===== config.mk =====
export PLATFORM = sky130hd
export DESIGN_NAME = ex_mem_pipe_reg
export DESIGN_NICKNAME = d
export VERILOG_FILES = /design/src/rtl/ex_mem_pipe_reg.sv
export SDC_FILE = /design/constraint.sdc
export NUM_CORES = 1
export LEC_CHECK = 0
export ABC_AREA = 1
export BUFFER_PORTS_ARGS = -buffer_cell sky130_fd_sc_hd__buf_2
export CORE_AREA = 4 4 161 163
export CTS_CLUSTER_DIAMETER = 50
export DETAILED_ROUTE_END_ITERATION = 6
export DIE_AREA = 0 0 165 167
export PLACE_DENSITY = 0.64
export SYNTH_ARGS = -nofsm -noshare
export SYNTH_HDL_FRONTEND = slang
export SYNTH_SLANG_ARGS = --single-unit

===== constraint.sdc =====
create_clock -name clk -period 1.5 [get_ports clk]
set_input_delay 0.075 -clock clk [delete_from_list [all_inputs] [get_ports clk]]
set_output_delay 0.075 -clock clk [all_outputs]
set_load 0.03 [all_outputs]

===== src/rtl/ex_mem_pipe_reg.sv =====
// EX/MEM pipeline stage register with valid/ready handshake, stall,
// flush/squash and bubble-safe control gating. Also produces the
// registered branch-taken decision (pc_src) for the PC mux.
// Optional statistics counters: define EX_MEM_PIPE_STATS_EN to add
// stall_cnt / squash_cnt outputs.
module ex_mem_pipe_reg #(
  parameter int DATA_W = 64,
  parameter int RD_W   = 5,
  parameter int WB_W   = 2,
  parameter int M_W    = 3,
  parameter int STAT_W = 32
) (
  input  logic              clk,
  input  logic              rst_n,
  input  logic              flush,
  input  logic              in_valid,
  output logic              in_ready,
  input  logic [WB_W-1:0]   wb_in,
  input  logic [M_W-1:0]    m_in,
  input  logic [DATA_W-1:0] adder_out_in,
  input  logic [DATA_W-1:0] alu_result_in,
  input  logic [DATA_W-1:0] write_data_in,
  input  logic [RD_W-1:0]   rd_in,
  input  logic              zero_in,
  output logic              out_valid,
  input  logic              out_ready,
  output logic [WB_W-1:0]   wb_out,
  output logic [M_W-1:0]    m_out,
  output logic [DATA_W-1:0] adder_out_out,
  output logic [DATA_W-1:0] alu_result_out,
  output logic [DATA_W-1:0] write_data_out,
  output logic [RD_W-1:0]   rd_out,
  output logic              zero_out,
  output logic              pc_src_out
`ifdef EX_MEM_PIPE_STATS_EN
  ,
  output logic [STAT_W-1:0] stall_cnt,
  output logic [STAT_W-1:0] squash_cnt
`endif
);

  // Saturating increment: sticks at all-ones instead of wrapping.
  function automatic logic [STAT_W-1:0] sat_inc(input logic [STAT_W-1:0] v);
    logic [STAT_W-1:0] one;
    one = {{(STAT_W-1){1'b0}}, 1'b1};
    return (v == {STAT_W{1'b1}}) ? v : v + one;
  endfunction

  logic              vld_p1;
  logic [WB_W-1:0]   wb_p1;
  logic [M_W-1:0]    m_p1;
  logic              pc_src_p1;
  logic [DATA_W-1:0] adder_p1;
  logic [DATA_W-1:0] alu_p1;
  logic [DATA_W-1:0] wdata_p1;
  logic [RD_W-1:0]   rd_p1;
  logic              zero_p1;

  logic load;
  logic drain;

  // Stage is free when empty or when its current bundle leaves this cycle.
  assign in_ready = !vld_p1 || out_ready;
  assign load     = in_valid && in_ready && !flush;
  assign drain    = vld_p1 && out_ready && !load;

  // ---- EX -> MEM stage boundary ----
  // Control bundle: cleared on bubbles so an empty stage never writes.
  always_ff @(posedge clk) begin
    if (!rst_n) begin
      vld_p1    <= 1'b0;
      wb_p1     <= '0;
      m_p1      <= '0;
      pc_src_p1 <= 1'b0;
    end else if (flush) begin
      vld_p1    <= 1'b0;
      wb_p1     <= '0;
      m_p1      <= '0;
      pc_src_p1 <= 1'b0;
    end else if (load) begin
      vld_p1    <= 1'b1;
      wb_p1     <= wb_in;
      m_p1      <= m_in;
      pc_src_p1 <= m_in[0] & zero_in;
    end else if (drain) begin
      vld_p1    <= 1'b0;
      wb_p1     <= '0;
      m_p1      <= '0;
      pc_src_p1 <= 1'b0;
    end
  end

  // Data payload: captured on load only, otherwise holds (also across flush).
  always_ff @(posedge clk) begin
    if (!rst_n) begin
      adder_p1 <= '0;
      alu_p1   <= '0;
      wdata_p1 <= '0;
      rd_p1    <= '0;
      zero_p1  <= 1'b0;
    end else if (load) begin
      adder_p1 <= adder_out_in;
      alu_p1   <= alu_result_in;
      wdata_p1 <= write_data_in;
      rd_p1    <= rd_in;
      zero_p1  <= zero_in;
    end
  end

  assign out_valid      = vld_p1;
  assign wb_out         = wb_p1;
  assign m_out          = m_p1;
  assign pc_src_out     = pc_src_p1;
  assign adder_out_out  = adder_p1;
  assign alu_result_out = alu_p1;
  assign write_data_out = wdata_p1;
  assign rd_out         = rd_p1;
  assign zero_out       = zero_p1;

`ifdef EX_MEM_PIPE_STATS_EN
  logic [STAT_W-1:0] stall_cnt_p1;
  logic [STAT_W-1:0] squash_cnt_p1;

  // Stall and squash event counters, saturating.
  always_ff @(posedge clk) begin
    if (!rst_n) begin
      stall_cnt_p1  <= '0;
      squash_cnt_p1 <= '0;
    end else begin
      if (vld_p1 && !out_ready && !flush)
        stall_cnt_p1 <= sat_inc(stall_cnt_p1);
      if (flush && (vld_p1 || in_valid))
        squash_cnt_p1 <= sat_inc(squash_cnt_p1);
    end
  end

  assign stall_cnt  = stall_cnt_p1;
  assign squash_cnt = squash_cnt_p1;
`endif

endmodule


### Word level (Yosys, flattened, before mapping)

Cells that the tools add are included.

| operators by class | value |
|---|---|
| muxes and demuxes | 7 |
| bitwise logic cells | 2 |
| reductions and logical operators | 10 |

Operators by type and width:

| kind | number |
|---|---|
| 2-to-1 mux 3 bit | 2 |
| logical AND 1 bit | 4 |
| 2-to-1 mux 2 bit | 2 |
| zero test 1 bit | 3 |
| 2-to-1 mux 1 bit | 3 |
| nonzero test 2 bit | 1 |
| OR reduction 2 bit | 1 |
| bitwise AND 1 bit | 1 |
| logical OR 1 bit | 1 |
| inverter 1 bit | 1 |

| word-level totals | value |
|---|---|
| bits in registers | 205 |
| bits of input ports | 208 |

### Longest topological paths before layout

| logic depth | value |
|---|---|
| depth in word-level cells | 8 |
| gate-level depth with buffers | 7 |
| depth with buffers taken out | 5 |

### Worst setup path after synthesis

No wires, ideal clock.

| timing | value |
|---|---|
| kind | flip-flop to flip-flop |
| from | register vld_p1 (netlist: out_valid) |
| to | register adder_p1[43] (netlist: adder_out_out[43]) |
| arrival | 1344 ps |
| required time | 1430 ps |
| slack | 86 ps |
| stages on the path, launching flop included | 5 |
| period minus slack after synthesis | 1414 ps |
| cells stage by stage | dfxtp_1 nand2_4 clkbuf_1 nand3_1 a21oi_1 |

| on the way | value |
|---|---|
| word-level cells in the longest chain between the ends | 4 |

RTL lines:

| element | RTL line | RTL |
|---|---|---|
| start, declared | 49 | `logic vld_p1;` |
| start signal, assigned | 71 | `vld_p1 <= 1'b0;` |
| start signal, assigned | 76 | `vld_p1 <= 1'b0;` |
| start signal, assigned | 81 | `vld_p1 <= 1'b1;` |
| zero test 1 bit | 63 | `assign in_ready = !vld_p1 \|\| out_ready;` |
| logical OR 1 bit | 63 |  |
| net in_ready | 17 | `output logic in_ready,` |
| logical AND 1 bit (2 in a row) | 64 | `assign load = in_valid && in_ready && !flush;` |
| end signal, assigned | 102 | `adder_p1 <= adder_out_in;` |
| end, declared | 53 | `logic [DATA_W-1:0] adder_p1;` |

The timed path passes the listed nets, and every way through them passes these cells.
A chain may end at the register's enable or synchronous reset.

### Final worst setup path

| timing | value |
|---|---|
| from | input flush |
| to | register alu_p1[32] (netlist: alu_result_out[32]) |

| on the way | value |
|---|---|
| word-level cells in the longest chain between the ends | 2 |

RTL lines:

| element | RTL line | RTL |
|---|---|---|
| start, declared | 15 | `input logic flush,` |
| zero test 1 bit | 64 |  |
| logical AND 1 bit | 64 |  |
| end signal, assigned | 103 | `alu_p1 <= alu_result_in;` |
| end, declared | 54 | `logic [DATA_W-1:0] alu_p1;` |

Every way passes these cells.

==> impl_metrics.py <==
metrics = {
    "status": {
        "outcome": "complete, no violations",
    },
    "synthesis": {
        "synth_top_area_share_pct": 55.3,
        "synth-seq-area-share_pct": 55.3,
        "syn_nets": 1123,
        "yosys-top-cells-area": "dfxtp_1 (55%), nand3_1 (14%), a21oi_1 (14%), nand2_1 (10%), buf_2 (3.1%)",
        "yosysMostFrequentCell": "nand3_1",
        "ys_seq_elements": 205,
        "avgSynthCellArea_um2": 8.11,
        "synth_commonest_cells": "nand3_1 (209), a21oi_1 (205), dfxtp_1 (205)",
        "syn_area_um2": 7420,
        "async_flop_share_pct": 0,
        "yosysUniqueCellTypes": 15,
        "synth_edf_count": 0,
        "yosysTopAreaCell": "dfxtp_1",
        "yosys_warnings": 0,
        "synth_top_flop_cell": "dfxtp_1",
        "postSynthCellCount": 915,
    },
    "clocking": {
        "clockBufferDepth": 3,
        "cts_tree": "yes",
        "insertion_delay_ps": 520,
        "cts_root_buf": "clkbuf_16",
        "cts.sinks": 205,
        "clkSlewWorstSetupHoldPaths_ps": 60,
        "htree_num_levels": 1,
        "numCtsBuffers": 25,
    },
    "setup_path": {
        "crit_chain": "dlygate4sd3_1 > buf_2 > nor2_4 > buf_12 > buf_12 > nand3_1 > a21oi_1",
        "critical-path-top-delay-family": "buffers and inverters",
        "reg2reg_setup_slack_ps": 70,
        "rr_worst_depth": 4,
        "path_common_cell": "buf_12",
        "crit_buf_inv": 4,
        "cp.required_ps": 1920,
        "cp-endpoint": "alu_result_out[32]$_SDFFE_PN0P_",
        "critPathSlowestCell": "dlygate4sd3_1",
        "cp_max_fo": 53,
        "cp.arrival_ps": 1880,
        "rr_endpoint": "alu_result_out[45]$_SDFFE_PN0P_",
        "r2r_start": "out_valid$_SDFFE_PP0P_",
        "critPathMaxStageDelay_ps": 530,
        "critPathLaunchType": "input pin",
        "cp-startpoint": "flush",
        "worstSetupEndpointType": "flip-flop",
        "path_depth": 7,
        "crit_type": "input pin to flip-flop",
    },
    "placement": {
        "portBuffers": 413,
        "hpwl_um": 18300,
        "preCtsSetupSlack_ps": 154,
        "place.gp.congestion": 0.797,
        "dp_cells": 1589,
    },
    "pwr": {
        "p_switching_mw": 3.90,
        "p_sw_share_pct": 26.9,
        "p_int_mw": 10.6,
        "power_mw": 14.5,
        "power_frac_seq_pct": 40.1,
        "power_density_nw_per_um2": 1130,
        "pwr-share-clk_pct": 43.7,
        "peakVddDrop_v": 0.000829,
        "power.share.combinational_pct": 16.2,
        "leakage_nw": 5.82,
    },
    "flow_run": {
        "drv_cap": 0,
    },
    "min_path": {
        "hp-class": "input pin to flip-flop",
    },
    "global_routing": {
        "grtUsageMet3_pct": 5.98,
        "gr-usage-met2_pct": 34.9,
        "grt_antenna_before_repair": 0,
        "globalRouteOverflowTotal": 0,
        "grt_use_met1_pct": 24.4,
        "grt.busiest_layer": "met2",
        "track_usage_pct": 21.0,
        "grt_pass1_vias": 9193,
        "grt_pass1_wl_um": 47800,
        "grt_max_degree": 114,
    },
    "die": {
        "chipHeight_um": 167,
        "start_util_pct": 30.5,
        "rows": 57,
        "dieArea_um2": 27600,
        "fp.dieW_um": 165,
        "core_area_um2": 24300,
        "io_pins": 414,
    },
    "timing": {
        "max_slew.worst_pin.slew_ps": 521,
        "slew_headroom_pct": 65.2,
        "hold_violations": 0,
        "setup_viol": 0,
        "fin_crit_sh_pct": 97.0,
        "finalMaxSlewViolations": 0,
        "rsz0062_at_grt": "no",
        "fin_worst_skew_ps": 24.0,
        "final.setup.worst_slack_ps": 45.4,
        "max_freq_mhz": 687,
        "setup_tns_ps": 0,
        "period_minus_slack_ps": 1450,
    },
    "drt": {
        "via_count": 9154,
        "routedWlPerCell_um": 16.9,
        "drtPass1Iterations": 5,
        "vias_per_cell": 4.96,
        "drc": 0,
        "detail-route-antenna-nets": 0,
        "wl_um": 31100,
        "dr.first_iter.drc_count": 843,
    },
    "layout": {
        "fin_cells": 1844,
        "antennaDiodeCount": 0,
        "drive_above_1_share_pct": 32.2,
        "fin_util_pct": 53.0,
        "nets": 1710,
        "area_growth_pct": 73.7,
    },
}
==> worst min-delay path by stage <==
stage / cells past startpoint / slack (ps) / startpoint / to
after detailed placement: 3 / 350 / m_in[2] / m_out[2]$_SDFFE_PP0P_
after CTS: 4 / 330 / rd_in[1] / rd_out[1]$_SDFFE_PN0P_
after floorplan: 2 / 240 / adder_out_in[51] / adder_out_out[51]$_SDFFE_PN0P_
final: 4 / 370 / wb_in[1] / wb_out[1]$_SDFFE_PP0P_
after global placement: 3 / 350 / adder_out_in[40] / adder_out_out[40]$_SDFFE_PN0P_
after global routing: 4 / 370 / adder_out_in[55] / adder_out_out[55]$_SDFFE_PN0P_
==> stage by stage <==
| step | hold WS [ps] | instance area (µm²) |
|---|---|---|
| 2_1_floorplan | 240 | 7420 |
| 3_5_place_dp | 351 | 9830 |
| 6_report | 369 | 12900 |
| 4_1_cts | 332 | 12900 |
| 3_3_place_gp | 346 | 9830 |
| 5_1_grt | 368 | 12900 |
==> registers in the layout, summed over array words and instances, names as in the netlist <==
| register | cells |
|---|---|
| rd_out | 5 |
| write_data_out | 64 |
| pc_src_out | 1 |
| m_out | 3 |
| alu_result_out | 64 |
| zero_out | 1 |
| out_valid | 1 |
| wb_out | 2 |
| adder_out_out | 64 |
==> cell usage in the layout, fill, tap and decap left out, drive strengths merged <==
cell         instances
clkbuf              31
bufinv               4
nand3              209
inv                  6
dlygate4sd3        207
a21oi              205
clkinv               4
clkinvlp             3
dfxtp              205
or2                  1
nor2                 1
bufbuf               3
nand2              202
buf                438
nand3b               1
==> worst reg2reg max path, cell delays in order (launching register included) <==
cell and delay [ps]:
dfxtp_4 360, nand2_8 140, buf_16 350, nand3_1 300
a21oi_1 190
==> routing by layer <==
| layer | up-vias | part of all wire (%) |
|---|---|---|
| met5 | - | 0 |
| met4 | 0 | 5.6 |
| met3 | 138 | 9.9 |
| met2 | 548 | 47 |
| met1 | 4185 | 38 |
| li1 | 4283 | - |
==> power groups by stage <==
stage / clock network [mW] / logic, mW / registers [mW]
final: 6.35 / 2.35 / 5.82
after global routing: 6.68 / 2.51 / 5.85
after CTS: 6.50 / 2.32 / 5.82
after detailed placement: 0 / 1.86 / 5.93
after global placement: 0 / 1.85 / 5.93
after floorplan: 0 / 0.596 / 6.43
==> timing repair <==
item,CTS,global route
gates resized for setup,4,1
gates cloned,3,0
buffers inserted,0,0
endpoints found under the hold margin,205,0
endpoints found under the setup margin,1,4
hold buffers,207,0
==> cell type report <==
type | instances | area [µm²]
Fill cell | 2137 | 11400
Timing Repair Buffer | 648 | 4600
Sequential cell | 205 | 4110
Multi-Input combinational cell | 619 | 2890
Clock buffer | 31 | 678
Tap cell | 324 | 405
Clock inverter | 14 | 191
Inverter | 3 | 16.3
==> logic make-up after synthesis <==
logic type,count (synthesis),share of synthesized area (%)
DFF,205,55.3
AOI/OAI and AO/OA,205,13.8
and+or+nand+nor,414,24.8
buffers and inverters,91,6.04
(Power assumes the default switching activity.)
